--- config.mk ---
export PLATFORM = sky130hd
export DESIGN_NAME = ldst_sequencer
export DESIGN_NICKNAME = d
export VERILOG_FILES = /design/src/rtl/cpu_ctrl_pkg.sv /design/src/rtl/mem_wait_timer.sv /design/src/rtl/ldst_sequencer.sv
export SDC_FILE = /design/constraint.sdc
export NUM_CORES = 1
export LEC_CHECK = 0
export ABC_AREA = 1
export CAP_MARGIN = 25
export CELL_PAD_IN_SITES_DETAIL_PLACEMENT = 1
export CELL_PAD_IN_SITES_GLOBAL_PLACEMENT = 1
export CORE_MARGIN = 3
export CORE_UTILIZATION = 22
export CTS_CLUSTER_SIZE = 12
export DETAILED_ROUTE_END_ITERATION = 8
export PLACE_DENSITY = 0.91
export RECOVER_POWER = 25
export SLEW_MARGIN = 25
export SYNTH_ARGS = -nofsm -noshare
export SYNTH_HDL_FRONTEND = slang
export SYNTH_SLANG_ARGS = --single-unit
--- constraint.sdc ---
create_clock -name clk -period 3.1 [get_ports clk]
set_clock_uncertainty 0.2 [all_clocks]
set_input_delay 0.775 -clock clk [delete_from_list [all_inputs] [get_ports clk]]
set_output_delay 0.775 -clock clk [all_outputs]
set_load 0.005 [all_outputs]
--- src/rtl/cpu_ctrl_pkg.sv ---
// cpu_ctrl_pkg: shared opcodes, sequencer states, IR field positions and bus-driver encoding.
package cpu_ctrl_pkg;
  localparam logic [4:0] OPC_LD  = 5'b00000;
  localparam logic [4:0] OPC_LDI = 5'b00001;
  localparam logic [4:0] OPC_ST  = 5'b00010;
  localparam int OPC_LSB = 27;
  localparam int RA_MSB = 26;
  localparam int RA_LSB = 23;
  localparam int RB_MSB = 22;
  localparam int RB_LSB = 19;
  localparam int C_MSB = 18;
  localparam int C_LSB = 0;
  typedef enum logic [3:0] {
    S_IDLE, S_T0, S_T1, S_T2, S_T3, S_T4, S_T5, S_T6, S_T7, S_DONE, S_ERR
  } state_t;
  typedef enum logic [4:0] {
    BUS_NONE = 5'b00000,
    BUS_PC   = 5'b10000,
    BUS_MDR  = 5'b01000,
    BUS_ZLO  = 5'b00100,
    BUS_C    = 5'b00010,
    BUS_R    = 5'b00001
  } bus_drv_t;
endpackage

--- src/rtl/mem_wait_timer.sv ---
// mem_wait_timer: counts stalled cycles in a memory wait state, flags the last allowed one.
module mem_wait_timer #(
  parameter int LIMIT = 15
) (
  input  logic clk,
  input  logic clr,
  input  logic wait_i,
  input  logic stall_i,
  output logic expired_o
);
  localparam int CW = $clog2(LIMIT + 1);
  logic [CW-1:0] cnt_q, cnt_d;
  assign cnt_d = !wait_i ? '0 : stall_i ? cnt_q + 1'b1 : cnt_q;
  assign expired_o = stall_i && (cnt_q == CW'(LIMIT - 1));
  always_ff @(posedge clk or negedge clr)
    if (!clr) cnt_q <= '0;
    else cnt_q <= cnt_d;
endmodule

--- src/rtl/ldst_sequencer.sv ---
// ldst_sequencer: T-state control sequencer executing ld/ldi/st over the shared bus.
// Define LDST_MEM_TIMEOUT_EN to send memory waits longer than TIMEOUT_CYCLES to ERR.
module ldst_sequencer
  import cpu_ctrl_pkg::*;
#(
  parameter int OPC_W = 5,
  parameter int TIMEOUT_CYCLES = 15
) (
  input  logic        clk,
  input  logic        clr,
  input  logic        start,
  input  logic [31:0] ir,
  input  logic        mem_ready,
  output logic        pc_out,
  output logic        mdr_out,
  output logic        zlo_out,
  output logic        c_out,
  output logic        rout,
  output logic        mar_in,
  output logic        mdr_in,
  output logic        ir_in,
  output logic        y_in,
  output logic        z_in,
  output logic        rin,
  output logic        pc_inc,
  output logic        gra,
  output logic        grb,
  output logic        ba_out,
  output logic        read,
  output logic        write,
  output logic        alu_add,
  output logic        busy,
  output logic        done,
  output logic        illegal
);
  state_t state_q, state_d;
  bus_drv_t bus;
  logic [OPC_W-1:0] opc_q, opc_d, opc_ir;
  logic is_ld, is_ldi, is_st, legal, wt, stall, expired;
  logic unused_ir;
  assign opc_ir = ir[OPC_LSB +: OPC_W];
  assign unused_ir = ^{ir[RA_MSB:RA_LSB], ir[RB_MSB:RB_LSB], ir[C_MSB:C_LSB]};
  assign legal = opc_ir == OPC_W'(OPC_LD) || opc_ir == OPC_W'(OPC_LDI) || opc_ir == OPC_W'(OPC_ST);
  assign opc_d = (state_q == S_T3) ? opc_ir : opc_q;
  assign is_ld = opc_q == OPC_W'(OPC_LD);
  assign is_ldi = opc_q == OPC_W'(OPC_LDI);
  assign is_st = opc_q == OPC_W'(OPC_ST);
  assign wt = state_q == S_T1 || (state_q == S_T6 && is_ld) || (state_q == S_T7 && is_st);
  assign stall = wt && !mem_ready;
`ifdef LDST_MEM_TIMEOUT_EN
  mem_wait_timer #(.LIMIT(TIMEOUT_CYCLES)) u_wait (
    .clk(clk), .clr(clr), .wait_i(wt), .stall_i(stall), .expired_o(expired)
  );
`else
  logic [31:0] unused_timeout;
  assign unused_timeout = TIMEOUT_CYCLES;
  assign expired = 1'b0;
`endif
  always_ff @(posedge clk or negedge clr)
    if (!clr) begin
      state_q <= S_IDLE;
      opc_q <= '0;
    end else begin
      state_q <= state_d;
      opc_q <= opc_d;
    end
  always_comb begin
    state_d = state_q;
    case (state_q)
      S_IDLE, S_DONE: state_d = start ? S_T0 : S_IDLE;
      S_T0: state_d = S_T1;
      S_T1: state_d = mem_ready ? S_T2 : S_T1;
      S_T2: state_d = S_T3;
      S_T3: state_d = legal ? S_T4 : S_ERR;
      S_T4: state_d = S_T5;
      S_T5: state_d = is_ldi ? S_DONE : S_T6;
      S_T6: state_d = (!is_ld || mem_ready) ? S_T7 : S_T6;
      S_T7: state_d = (is_ld || mem_ready) ? S_DONE : S_T7;
      default: state_d = S_ERR;
    endcase
    if (stall && expired) state_d = S_ERR;
  end
  // Moore decode: every strobe is a function of the registered state and latched opcode only.
  always_comb begin
    bus = BUS_NONE;
    {mar_in, mdr_in, ir_in, y_in, z_in, rin, pc_inc} = '0;
    {gra, grb, ba_out, read, write, alu_add, done, illegal} = '0;
    busy = state_q != S_IDLE;
    case (state_q)
      S_T0: begin bus = BUS_PC; mar_in = 1'b1; pc_inc = 1'b1; end
      S_T1: begin read = 1'b1; mdr_in = 1'b1; end
      S_T2: begin bus = BUS_MDR; ir_in = 1'b1; end
      S_T3: begin bus = BUS_R; grb = 1'b1; ba_out = 1'b1; y_in = 1'b1; end
      S_T4: begin bus = BUS_C; alu_add = 1'b1; z_in = 1'b1; end
      S_T5: begin bus = BUS_ZLO; gra = is_ldi; rin = is_ldi; mar_in = !is_ldi; end
      S_T6: begin bus = is_ld ? BUS_NONE : BUS_R; read = is_ld; gra = !is_ld; mdr_in = 1'b1; end
      S_T7: begin bus = is_ld ? BUS_MDR : BUS_NONE; gra = is_ld; rin = is_ld; write = !is_ld; end
      S_DONE: done = 1'b1;
      S_ERR: illegal = 1'b1;
      default: ;
    endcase
  end
  assign {pc_out, mdr_out, zlo_out, c_out, rout} = bus;
endmodule

==> results.md <==
- Status: completed
- CTS tree: built
- CP Data Arrival Time: 1860 ps
- Compound-Gate Fraction of Synth Area: 0.0939
- Root buffer cell: clkbuf_4
- DRC: 0
- Worst Path Max Fanout: 4
- Crit path buffers/inverters: 1
- Via count: approximately 800
- Final period util: 0.914
- Sink Count: 9
- Post-DP Area: 1030 sq um
- Rows: 20
- Crit-path max cell delay: between 400 and 500 ps
- Global-route wire length before repair: 3.55 mm
- Die Y: 63.2 um
- Setup_tns: 0 ps
- Post-Synth XOR/XNOR Area: 0
- Post-synthesis sequential area ratio: 0.313
- Syn Area/Cell: 6.10 sq um
- CORE AREA: 3080 sq um
- Critical path class: flip-flop to output port
- Die Wd: 63.2 um
- Ant diodes: 0
- Clock Latency Late Sink: 260 ps
- Nets: 184
- Final setup vio count: 0
- Critical Path RT: 2120 ps
- Hpwl dp: 1.75 mm
- Antenna-violating nets left: 0
- Static leakage: ~0.54 nW
- R2R setup slack: 1550 ps
- Syn_nets: around 150
- Startpoint Class: flip-flop
- Post-synthesis mux area share: 0
- CP max stage cell: clkdlybuf4s50_1
- First-pass DRT Iterations: 3
- Port bufs: 29
- Crit path max-delay family: buffers and inverters
- Largest net degree at the start of global routing: 15
- Layout cell share with drive strength beyond 1: 0.0748
- Area Growth Syn to Fin: 47.0%
- Clock tree buffer depth: 2
- Finished Cell Area: approximately 1100 sq um
- Min-Delay Path Depth: 2
- WL/cell: 10.4 um
- Worst slew margin relative to its limit: 0.737
- Worst reg-to-reg path cell count: 6
- Unrepaired setup endpoints after global routing: no
- Worst vdd ir: 0.123 mV
- Peak Freq: 0.353 GHz
- Io pins: 57
- TritonCTS Buffers: 3
- Initial antenna violation count: 0
- Initial Util: 0.234
- Crit-path cells: nor2_1, nand3_1, o21a_1, nand2_1, clkdlybuf4s50_1
- Gr ovfl total: 0
- Cells after synthesis: 118
- RR Endpoint: state_q[2]$_DFF_PN0_
- Total wire length: 1.98 mm
- Synth Area in Simple Gates: 0.421
- CTS H-Tree Depth: 1
- GRT Total Usage: 0.111
- Max Slew Vio Count: 0
- Mapped Area: 719 sq um
- Synthesized flop and latch total: 9
- Commonest non-fill, non-tap cell in the layout: nand2_1
- HP Class: flip-flop to flip-flop
- Vias per cell: 4.10
- Power Density: around 210 nW/um^2
- Largest family of logic cells by synthesized area: simple AND/OR/NAND/NOR gates
- Kind of end point of the critical path: output port
- Most frequent cells in the layout: nand2_1 (42), clkdlybuf4s50_1 (28), inv_1 (20), nor2_1 (18), dfrtp_1 (9)
- # fillers: between 400 and 500
- Post-Synth Adder-Cell Area: 0
- Ys Warns: 0
- Hold Crit Endpoint: opc_q[2]$_DFFE_PN0P_
- Hold Crit Start: opc_q[2]$_DFFE_PN0P_
- Clk pin slew, worst setup/hold paths: 60 ps
- Final Critical Period: approximately 2800 ps
- Final GP Congestion: roughly 0.8
- Vias in the first global route: ~840
- DRT iter0 DRCs: 12
- Post-CTS Setup Inserts: 0
- CTS Hold Bufs: 0
- Worst Tran Pin Value: 393 ps
- Hold Vio Cnt, Final: 0
- R2R Path Start: opc_q[3]$_DFFE_PN0P_
- Yosys cell types: 17
- Post_cts resized: 0
- Full die area: 3990 sq um
- Max Cap Viol: 0
state kept, by name, summed over array words and instances (netlist names):
register	count
opc_q	5
state_q	4
worst max-delay path by stage:
stage	startpoint	end	slack [ps]	cells past startpoint
CTS	opc_q[3]$_DFFE_PN0P_	gra	250	5
detailed placement	opc_q[3]$_DFFE_PN0P_	gra	540	5
global route	opc_q[3]$_DFFE_PN0P_	gra	70	6
floorplan	state_q[3]$_DFF_PN0_	gra	1150	6
finish	opc_q[3]$_DFFE_PN0P_	gra	270	5
global placement	state_q[1]$_DFF_PN0_	mdr_out	560	6
cell usage after synthesis:
master | number | area share
buf_6 | 1 | 0.016
o21a_1 | 1 | 0.010
inv_2 | 2 | 0.010
o21ai_0 | 8 | 0.056
o211ai_1 | 1 | 0.010
dfrtp_1 | 9 | 0.31
a21oi_1 | 1 | 0.0069
nor2_2 | 1 | 0.0087
nor2_1 | 18 | 0.094
nand3_1 | 4 | 0.028
buf_4 | 4 | 0.042
nand4_1 | 1 | 0.0087
inv_1 | 20 | 0.10
a21boi_1 | 1 | 0.010
nand2_4 | 1 | 0.016
nand2_1 | 42 | 0.22
nor2_4 | 3 | 0.047
logic make-up (layout without fill, tap and decap cells):
logic type / after synthesis / after routing
AOI/OAI and AO/OA: 12 / 12
buffers and inverters: 27 / 56
DFF: 9 / 9
and+or+nand+nor: 70 / 70
report_power, final:
part           leakage (nW)  internal, mW  switching [mW]
combinational         0.439       0.00980         0.00687
sequential           0.0892         0.117               0
clock                0.0150        0.0495          0.0396
total                 0.543         0.177          0.0465
worst reg2reg max path, delay by kind of cell (launching register included):
kind             cells  cell delay, ps
DFF                  1             380
and+or+nand+nor      6             850
routing by layer:
layer,part of all wire,GRT usage
met5,0,0
met4,0.018,0.0485
met3,0.061,0.0214
met2,0.46,0.190
met1,0.46,0.133
final cells by class:
cell class | instances | area, sq um | area share
Multi-Input combinational cell | 82 | 370 | 0.350
Timing Repair Buffer | 30 | 298 | 0.282
Sequential cell | 9 | 225 | 0.213
Inverter | 22 | 82.6 | 0.0781
Tap cell | 44 | 55.1 | 0.0521
Clock buffer | 4 | 26.3 | 0.0249
through the flow:
| step | cells | util | total power, mW | worst slack (ps) | hold slack (ps) |
|---|---|---|---|---|---|
| after detailed placement | 187 | 0.335 | 0.137 | 541 | 268 |
| final | 191 | 0.343 | 0.223 | 265 | 278 |
| after floorplan | 118 | - | 0.123 | 1150 | 243 |
| after global routing | 191 | 0.343 | 0.233 | 70.9 | 340 |
| after global placement | 187 | 0.335 | 0.136 | 561 | 257 |
| after CTS | 191 | 0.343 | 0.226 | 246 | 282 |
No activity file was read; power rests on OpenSTA's default activity.
